[src/rtl/fsm_mon_pkg.sv]
// fsm_mon_pkg
//   Shared definitions for the FSM transition monitor: mode encodings, the
//   per-channel configuration record and a saturating-increment helper.
//   MON_STATE_W / MON_CNT_W fix the widths of the configuration record and
//   must match the STATE_W / CNT_W parameters of fsm_transition_monitor.
package fsm_mon_pkg;

    localparam int unsigned MON_STATE_W = 4;
    localparam int unsigned MON_CNT_W   = 8;

    localparam logic MODE_CUMULATIVE = 1'b0;
    localparam logic MODE_WINDOWED   = 1'b1;

    typedef struct packed {
        logic                   en;
        logic [MON_STATE_W-1:0] from;
        logic [MON_STATE_W-1:0] to;
        logic [MON_CNT_W-1:0]   thresh;
    } ch_cfg_t;

    // Increment that sticks at all-ones instead of wrapping.
    function automatic logic [MON_CNT_W-1:0] sat_inc(input logic [MON_CNT_W-1:0] v);
        return (&v) ? v : v + 1'b1;
    endfunction

endpackage

[src/rtl/fsm_mon_channel.sv]
// fsm_mon_channel
//   One transition channel: configuration registers, (from, to) match
//   compare, saturating occurrence counter and threshold compare.
// Ports:
//   clk, rst      clock, asynchronous active-high reset
//   clr_i         synchronous clear of the counter (configuration kept)
//   cfg_wr_i      write cfg_i into this channel and clear its counter
//   cfg_i         configuration record to write
//   win_clr_i     window expiry: counter returns to zero
//   sample_i      monitor enabled and previous state valid this cycle
//   prev_i/cur_i  previous and present state of the monitored FSM
//   cnt_o         occurrence count
//   hit_o         threshold reached (never with a zero threshold)
module fsm_mon_channel
    import fsm_mon_pkg::*;
(
    input  logic                   clk,
    input  logic                   rst,
    input  logic                   clr_i,
    input  logic                   cfg_wr_i,
    input  ch_cfg_t                cfg_i,
    input  logic                   win_clr_i,
    input  logic                   sample_i,
    input  logic [MON_STATE_W-1:0] prev_i,
    input  logic [MON_STATE_W-1:0] cur_i,
    output logic [MON_CNT_W-1:0]   cnt_o,
    output logic                   hit_o
);

    ch_cfg_t              cfg_q;
    logic [MON_CNT_W-1:0] cnt_q, cnt_d;
    logic                 match;

    assign match = sample_i & cfg_q.en & (prev_i == cfg_q.from) & (cur_i == cfg_q.to);

    // Clear, reconfiguration and window expiry all discard a coincident match.
    always_comb begin
        cnt_d = cnt_q;
        if (clr_i || cfg_wr_i || win_clr_i) begin
            cnt_d = '0;
        end else if (match) begin
            cnt_d = sat_inc(cnt_q);
        end
    end

    always_ff @(posedge clk or posedge rst) begin
        if (rst) begin
            cfg_q <= '0;
            cnt_q <= '0;
        end else begin
            cnt_q <= cnt_d;
            if (cfg_wr_i && !clr_i) begin
                cfg_q <= cfg_i;
            end
        end
    end

    assign cnt_o = cnt_q;
    assign hit_o = (cfg_q.thresh != '0) && (cnt_q >= cfg_q.thresh);

endmodule

[src/rtl/fsm_transition_monitor.sv]
// fsm_transition_monitor
//   Run-time monitor that watches a target FSM's state register and counts
//   up to NUM_CH programmable (from, to) transitions, one per channel.
//   Channels reaching their threshold raise hit_o; the first hit latches a
//   sticky alarm together with the lowest-indexed hitting channel.
//   In windowed mode all counters restart every window_len enabled cycles.
// Ports:
//   clk, rst      clock, asynchronous active-high reset
//   en            sampling enable; nothing advances while low
//   state_i       present state of the monitored FSM
//   clr           synchronous clear of counters, alarm and window
//   cfg_*         configuration write port (one channel per cycle, plus the
//                 global mode and window length on every write)
//   cnt_o         packed per-channel counts, channel k at [k*CNT_W +: CNT_W]
//   hit_o         per-channel threshold reached
//   alarm_o       sticky alarm
//   alarm_ch_o    channel that raised the alarm
module fsm_transition_monitor
    import fsm_mon_pkg::*;
#(
    parameter int unsigned STATE_W = MON_STATE_W,
    parameter int unsigned NUM_CH  = 4,
    parameter int unsigned CNT_W   = MON_CNT_W,
    parameter int unsigned WIN_W   = 16,
    localparam int unsigned CH_W   = (NUM_CH > 1) ? $clog2(NUM_CH) : 1
) (
    input  logic                    clk,
    input  logic                    rst,
    input  logic                    en,
    input  logic [STATE_W-1:0]      state_i,
    input  logic                    clr,
    input  logic                    cfg_we,
    input  logic [CH_W-1:0]         cfg_ch,
    input  logic                    cfg_en,
    input  logic [STATE_W-1:0]      cfg_from,
    input  logic [STATE_W-1:0]      cfg_to,
    input  logic [CNT_W-1:0]        cfg_thresh,
    input  logic                    cfg_mode,
    input  logic [WIN_W-1:0]        cfg_window,
    output logic [NUM_CH*CNT_W-1:0] cnt_o,
    output logic [NUM_CH-1:0]       hit_o,
    output logic                    alarm_o,
    output logic [CH_W-1:0]         alarm_ch_o
);

    // Previous-state tracking.
    logic [STATE_W-1:0] prev_q;
    logic               prev_valid_q;
    logic               sample;

    // Global configuration and observation window.
    logic               mode_q;
    logic [WIN_W-1:0]   win_len_q;
    logic [WIN_W-1:0]   win_q;
    logic [WIN_W-1:0]   win_last;
    logic               win_expire;

    // Alarm.
    logic               alarm_q;
    logic [CH_W-1:0]    alarm_ch_q;
    logic               hit_any;
    logic [CH_W-1:0]    first_hit;

    ch_cfg_t            wr_cfg;
    logic [NUM_CH-1:0]  ch_wr;

    assign sample = en & prev_valid_q;

    always_ff @(posedge clk or posedge rst) begin
        if (rst) begin
            prev_q       <= '0;
            prev_valid_q <= 1'b0;
        end else if (clr) begin
            prev_valid_q <= 1'b0;
        end else if (en) begin
            prev_q       <= state_i;
            prev_valid_q <= 1'b1;
        end
    end

    always_ff @(posedge clk or posedge rst) begin
        if (rst) begin
            mode_q    <= MODE_CUMULATIVE;
            win_len_q <= WIN_W'(1);
        end else if (cfg_we && !clr) begin
            mode_q    <= cfg_mode;
            win_len_q <= cfg_window;
        end
    end

    // A programmed length of 0 behaves as 1: the window expires every cycle.
    assign win_last   = (win_len_q == '0) ? '0 : win_len_q - WIN_W'(1);
    assign win_expire = en && (mode_q == MODE_WINDOWED) && (win_q == win_last);

    always_ff @(posedge clk or posedge rst) begin
        if (rst) begin
            win_q <= '0;
        end else if (clr || cfg_we || (mode_q != MODE_WINDOWED)) begin
            win_q <= '0;
        end else if (en) begin
            win_q <= win_expire ? '0 : win_q + WIN_W'(1);
        end
    end

    assign wr_cfg = '{en: cfg_en, from: cfg_from, to: cfg_to, thresh: cfg_thresh};

    for (genvar k = 0; k < NUM_CH; k++) begin : g_ch
        // Indices >= NUM_CH never equal k, so such writes touch only global fields.
        assign ch_wr[k] = cfg_we && (cfg_ch == CH_W'(k));

        fsm_mon_channel u_channel (
            .clk       (clk),
            .rst       (rst),
            .clr_i     (clr),
            .cfg_wr_i  (ch_wr[k]),
            .cfg_i     (wr_cfg),
            .win_clr_i (win_expire),
            .sample_i  (sample),
            .prev_i    (prev_q),
            .cur_i     (state_i),
            .cnt_o     (cnt_o[k*CNT_W +: CNT_W]),
            .hit_o     (hit_o[k])
        );
    end

    // Lowest-indexed asserted hit wins.
    always_comb begin
        hit_any   = |hit_o;
        first_hit = '0;
        for (int i = NUM_CH - 1; i >= 0; i--) begin
            if (hit_o[i]) begin
                first_hit = CH_W'(i);
            end
        end
    end

    always_ff @(posedge clk or posedge rst) begin
        if (rst) begin
            alarm_q    <= 1'b0;
            alarm_ch_q <= '0;
        end else if (clr) begin
            alarm_q    <= 1'b0;
            alarm_ch_q <= '0;
        end else if (!alarm_q && hit_any) begin
            alarm_q    <= 1'b1;
            alarm_ch_q <= first_hit;
        end
    end

    assign alarm_o    = alarm_q;
    assign alarm_ch_o = alarm_ch_q;

endmodule

[config.mk]
export PLATFORM = sky130hd
export DESIGN_NAME = fsm_transition_monitor
export DESIGN_NICKNAME = d
export VERILOG_FILES = /design/src/rtl/fsm_mon_pkg.sv /design/src/rtl/fsm_mon_channel.sv /design/src/rtl/fsm_transition_monitor.sv
export SDC_FILE = /design/constraint.sdc
export NUM_CORES = 1
export LEC_CHECK = 0
export BUFFER_PORTS_ARGS = -buffer_cell sky130_fd_sc_hd__buf_2
export CAP_MARGIN = 15
export CORE_ASPECT_RATIO = 1.5
export CORE_MARGIN = 4
export CORE_UTILIZATION = 54
export DETAILED_ROUTE_END_ITERATION = 10
export GPL_ROUTABILITY_DRIVEN = 0
export PLACE_DENSITY = 0.76
export SLEW_MARGIN = 20
export SYNTH_ARGS = -nofsm -noshare
export SYNTH_HDL_FRONTEND = slang
export SYNTH_HIERARCHICAL = 1
export SYNTH_SLANG_ARGS = --single-unit
[constraint.sdc]
create_clock -name clk -period 3.7 [get_ports clk]
set_input_delay 0.37 -clock clk [delete_from_list [all_inputs] [get_ports clk]]
set_output_delay 0.37 -clock clk [all_outputs]
set_load 0.05 [all_outputs]
# Word-level counts from Yosys, hierarchy flattened
# Index checks and enable logic that the tools add are counted.
[word_totals]
elab_cells = 145
register_bits = 141
[op_classes]
mux = 26
n_eq_ne = 16
reduce_logical = 51
n_bitwise = 15
order_cmp = 4
add_sub_neg = 6
[ops]
columns = ["cell", "count"]
rows = [
  ["$mux W8", 12],
  ["$mux W16", 4],
  ["$add A8 B1 Y8 const B", 4],
  ["$eq A4 B4 Y1", 8],
  ["$ge A8 B8 Y1", 4],
  ["$reduce_and A8 Y1", 4],
  ["$reduce_bool A8 Y1", 4],
  ["$add A16 B1 Y16 const B", 1],
  ["$eq A16 B16 Y1", 1],
  ["$logic_and A1 B1 Y1", 16],
  ["$logic_not A16 Y1", 1],
  ["$sub A16 B1 Y16 const B", 1],
  ["$reduce_bool A2 Y1", 7],
  ["$and A1 B1 Y1", 13],
  ["$mux W2", 6],
  ["$logic_or A1 B1 Y1", 10],
  ["$reduce_and A2 Y1", 5],
  ["$ne A2 B1 Y1 const B", 4],
  ["$eq A2 B2 Y1 const B", 2],
  ["$mux W1", 4],
  ["$reduce_or A4 Y1", 1],
  ["$eq A2 B1 Y1 const B", 1],
  ["$logic_not A1 Y1", 2],
  ["$logic_not A2 Y1", 1],
  ["$not A1 Y1", 2],
]

# Depth between registers and ports, before layout
[depth]
depth_word = 8
depth_mapped = 15
ltp_nobuf = 12

# By module
# Netlist, hierarchy kept.
[modules_own_cells]
columns = ["mod", "seq_area_each_um2", "instances", "area_per_inst_um2", "cells_each"]
rows = [
  ["fsm_mon_channel", 625.6, 4, 1353.8, 135],
  ["fsm_transition_monitor", 1027.2, 1, 2657.5, 292],
]

# Worst setup path before layout
# Ideal clock, no wire load.
[synth_timing]
path_type = "register -> register"
startpoint = "register win_len_q[1]"
endpoint = "register g_ch[0].u_channel.cnt_q[5]"
n_path_buf = 3
path_slack_ps = 135
path_stages_with_launch = 16
period_less_slack_ps = 3565
t_arrival_ps = 3440
cell_sequence = "dfrtp_1 > inv_1 > ha_1 > or4b_1 > buf_2 > or4b_4 > buf_6 > or4_1 > o41ai_1 > nor3_1 > a211oi_2 > and2_1 > or3_1 > buf_1 > nor2_1 > mux2_2"
[synth_between]
elab_chain_len = 7
[synth_lines]
columns = ["element", "line", "rtl"]
rows = [
  ["from (decl)", "fsm_transition_monitor.sv:53", "logic [WIN_W-1:0] win_len_q;"],
  ["from (signal assigned)", "fsm_transition_monitor.sv:87", "win_len_q <= cfg_window;"],
  ["$sub A16 B1 Y16 / $logic_not A16 Y1 (equally long branches)", "fsm_transition_monitor.sv:92", "assign win_last = (win_len_q == '0) ? '0 : win_len_q - WIN_W'(1);"],
  ["$mux W16 *", "fsm_transition_monitor.sv:92", ""],
  ["$eq A16 B16 Y1 *", "fsm_transition_monitor.sv:93", "assign win_expire = en && (mode_q == MODE_WINDOWED) && (win_q == win_last);"],
  ["$logic_and A1 B1 Y1 *", "fsm_transition_monitor.sv:93", ""],
  ["via win_expire", "fsm_transition_monitor.sv:56", "logic win_expire;"],
  ["$logic_or A1 B1 Y1 *", "fsm_mon_channel.sv:39", "if (clr_i || cfg_wr_i || win_clr_i) begin"],
  ["$ne A2 B1 Y1 (no line) / $reduce_bool A2 Y1 (equally long branches)", "-", ""],
  ["$reduce_and A2 Y1 (no line)", "-", ""],
  ["to (signal assigned)", "fsm_mon_channel.sv:51", "cnt_q <= cnt_d;"],
  ["to (decl)", "fsm_mon_channel.sv:31", "logic [MON_CNT_W-1:0] cnt_q, cnt_d;"],
]
# The timed path passes the listed nets; every way through them passes the cells marked *.
# A chain may end at the register's enable or synchronous reset.

# Worst setup path after layout
[layout_timing]
startpoint = "register win_len_q[1]"
endpoint = "register g_ch[1].u_channel.cnt_q[5]"
[layout_between]
elab_chain_len = 7
[layout_lines]
columns = ["element", "line"]
rows = [
  ["$sub A16 B1 Y16 / $logic_not A16 Y1 (equally long branches)", "fsm_transition_monitor.sv:92"],
  ["$mux W16 *", "fsm_transition_monitor.sv:92"],
  ["$eq A16 B16 Y1 *", "fsm_transition_monitor.sv:93"],
  ["$logic_and A1 B1 Y1 *", "fsm_transition_monitor.sv:93"],
  ["via win_expire", "fsm_transition_monitor.sv:56"],
  ["$logic_or A1 B1 Y1 *", "fsm_mon_channel.sv:39"],
  ["$ne A2 B1 Y1 (no line) / $reduce_bool A2 Y1 (equally long branches)", "-"],
  ["$reduce_and A2 Y1 (no line)", "-"],
  ["to (signal assigned)", "fsm_mon_channel.sv:51"],
  ["to (decl)", "fsm_mon_channel.sv:31"],
]
# Marks and branches as above.

==> metrics.md <==
| Metric | Value |
|---|---|
| Peak supply drop | `0.391 mV` |
| Min cycle time layout | `3.48 ns` |
| Top post-synthesis cells by area | `dfrtp_1 43%, mux2_2 8.9%, ha_1 5.9%, xnor2_1 4.1%, nand2_1 3.3%` |
| #FFs+latches synth | `approximately 140` |
| Skew final | `around 0.013 ns` |
| Power Density | `approximately 470 nW/um^2` |
| I/O pin cnt | `84` |
| Clk_lat worst skew | `0.42 ns` |
| Global-route wire length before repair | `between 30 and 40 mm` |
| CTS Root Cell | `clkbuf_16` |
| Mapped Cells | `832` |
| Die H | `around 160 um` |
| Outcome | `finished clean` |
| Worst R2R Setup Slack | `0.22 ns` |
| Yosys top cell by area | `dfrtp_1` |
| # fillers | `between 1k and 1.5k` |
| Initial core utilization | `a little under three fifths` |
| Congestion Overflow GR | `0` |
| First-pass DRT Iterations | `5` |
| Multi-input logic area | `between 4000 and 5000 um^2` |
| Least-Margin Pin Slew | `approximately 0.99 ns` |
| Worst Setup Path Type | `register to register` |
| Max Slew Vio Count | `0` |
| Post-synthesis async set-or-reset flop share | `100%` |
| Setup crit end kind | `register` |
| DP HPWL | `15.0 mm` |
| Initial antenna violation count | `4` |
| Clock Tree Buf Depth | `2` |
| Mean Syn Cell Area | `between 9 and 10 um^2` |
| Synth top area share | `between 40% and 50%` |
| Num CTS Buffers | `17` |
| Synth Net Count | `915` |
| Tightest slew margin relative to the limit | `33.8%` |
| Number of I/O port buffers | `a little over 80` |
| Highest Clock Rate | `0.287 GHz` |
| Synth cell count leaders | `140 x dfrtp_1, 72 x nand2_1, 64 x mux2_2, 62 x inv_1, 49 x a21oi_1` |
| Antenna Cells | `0` |
| Main synth FF type | `dfrtp_1` |
| Worst reg2reg path startpoint | `win_len_q[1]` |
| CP max FO | `8` |
| Storage cell area | `about 3500 um^2` |
| Routed Antenna Nets | `0` |
| Path depth of the worst reg2reg path | `13` |
| Final hold violation count | `0` |
| Most numerous cell in the Yosys netlist | `dfrtp_1` |
| Hold Path Class | `input port to register` |
| Routed wire length | `roughly 20 mm` |
| Final net count | `between 1k and 1.5k` |
| Min-Delay Path Depth | `3` |
| Unique cell type count in the Yosys netlist | `57` |
| Iter 0 DRT Violations | `around 400` |
| Largest net degree at the start of global routing | `35` |
| Hold Path Sink | `win_len_q[5]` |
| Crit path DAT | `3.78 ns` |
| TritonCTS clock tree | `built` |
| Total track usage | `between 20% and 30%` |
| Final count of negative-setup-slack endpoints | `0` |
| DR vias | `6,687` |
| Util after Layout | `about two thirds` |
| Synth warnings | `6` |
| Synth Cell Area | `8070 um^2` |
| Layout cells sized above 1 | `between 20% and 30%` |
| RR Endpoint | `g_ch[1].u_channel/cnt_o[5]` |
| Final period util | `roughly 94%` |
| Via density | `approximately 5.9` |
| RSZ-0062 raised after global routing | `false` |
| Layout Area Growth over Synthesis | `17.2%` |
| Startpoint types | `register` |
| Req. time, crit path | `approximately 4.0 ns` |
| Clock slew at the register clock pins of the worst setup and hold paths | `0.06 ns` |
| Vias in the first global route | `roughly 6.6k` |
| Core Box Area | `approximately 15,000 um^2` |
| Drt drc | `0` |
| Die outline width | `between 100 and 150 um` |
| H-tree levels | `4` |
| Die area | `roughly 17,000 um^2` |
| Leakage power | `4.21 nW` |
| Hold Startpoint | `cfg_window[5]` |
| Floorplan row count | `54` |
| Num Clock Sinks | `between 100 and 150` |
| Setup TNS | `0 ns` |
| Sequential element share of the synthesized area | `43.7%` |
| WL/cell | `approximately 18 um` |
| Post-synth EDFFs | `0` |
| Max Cap Viol | `0` |
-- where the power goes --
group	internal (mW)	switching (mW)	leakage [nW]	total [mW]
Clock	1.15	0.620	0.304	1.77
Combinational	0.375	0.410	2.11	0.784
Sequential	1.74	0.167	1.79	1.91
-- worst max-delay path: stages (launching register included) --
cell and delay [ns]:
dfrtp_1 0.38, inv_1 0.09, ha_1 0.15, or4b_1 0.47
or4b_4 0.56, buf_12 0.15, nor3_4 0.13, o21ai_1 0.08
a2111o_1 0.33, nor4_4 0.30, and2_4 0.23, or3_1 0.18
nor2_1 0.05, mux2_2 0.26
-- registers in the layout, summed over array words and instances (netlist names) --
signal and flops:
win_len_q 16, prev_q 4, alarm_o 1, g_ch.u_channel/cfg_q 68, mode_q 1, prev_valid_q 1
alarm_ch_o 2, win_q 16, g_ch.u_channel/cnt_o 32
-- cells in the final DEF (no fill, tap or decap), types with 10 or more instances in the layout --
cell type  count
nand2_1       72
nand4_1       10
o31ai_1       10
nand3_1       42
mux2_2        64
nor4_1        17
and3_1        11
or3_1         12
inv_1         59
buf_4         31
nor2_1        41
xnor2_1       38
or4_1         16
ha_1          38
dfrtp_1      140
nor3_1        20
buf_2         83
a21oi_1       48
o21ai_0       47
clkbuf_16     17
-- routing by layer --
layer / GRT usage, % / wire length (um)
met5: 0 / 42
met4: 10.9 / 697
met3: 5.22 / 1180
met2: 44.8 / 10700
met1: 28.6 / 7840
-- area by class of cell --
cell class / instances / area share (%)
inverter: 62 / 2.46
clock buffer: 26 / 5.38
tap: 196 / 2.59
clock inverter: 6 / 1.11
multi-input combinational: 590 / 44.0
sequential: 141 / 37.3
timing repair buffer: 116 / 7.17
-- cell families (layout without fill, tap and decap cells) --
logic type      after synthesis  in the layout  share of synthesized area, %
fa+ha+maj                    38             38                          5.89
flops                       141            141                          43.7
simple gates                280            280                          18.2
buf+inv                     101            210                          5.08
compound gates              150            150                          11.4
mux                          73             73                          10.0
xor+xnor                     49             49                          5.69
-- what timing repair did --
action                                  CTS  global route
setup buffers                             0             7
hold endpoints to repair                  7             0
hold buffers                              1             0
gates resized for setup                   0             4
endpoints found under the setup margin    0            41
-- worst max path at each step --
stage	slack (ns)	start	cells past startpoint	end
finish	0.22	win_len_q[1]	13	g_ch[1].u_channel/cnt_o[5]
global route	0.001	win_len_q[0]	13	win_q[7]
CTS	0.06	win_len_q[1]	13	g_ch[1].u_channel/cnt_o[5]
detailed placement	0.07	win_len_q[1]	13	g_ch[1].u_channel/cnt_o[5]
global placement	0.12	win_len_q[1]	13	g_ch[1].u_channel/cnt_o[5]
floorplan	0.14	win_len_q[1]	15	g_ch[0].u_channel/cnt_o[5]
-- stage by stage --
step	hold WS (ns)	std cells	setup slack (ns)	power (mW)	instance area, um^2
2_1_floorplan	0.397	832	0.135	2.47	8070
3_3_place_gp	0.377	1097	0.122	2.68	8770
3_5_place_dp	0.378	1097	0.0748	2.71	8770
4_1_cts	0.166	1130	0.0556	4.50	9390
5_1_grt	0.167	1137	0.00102	4.70	9460
6_report	0.176	1137	0.221	4.46	9460
(Power assumes the default switching activity.)
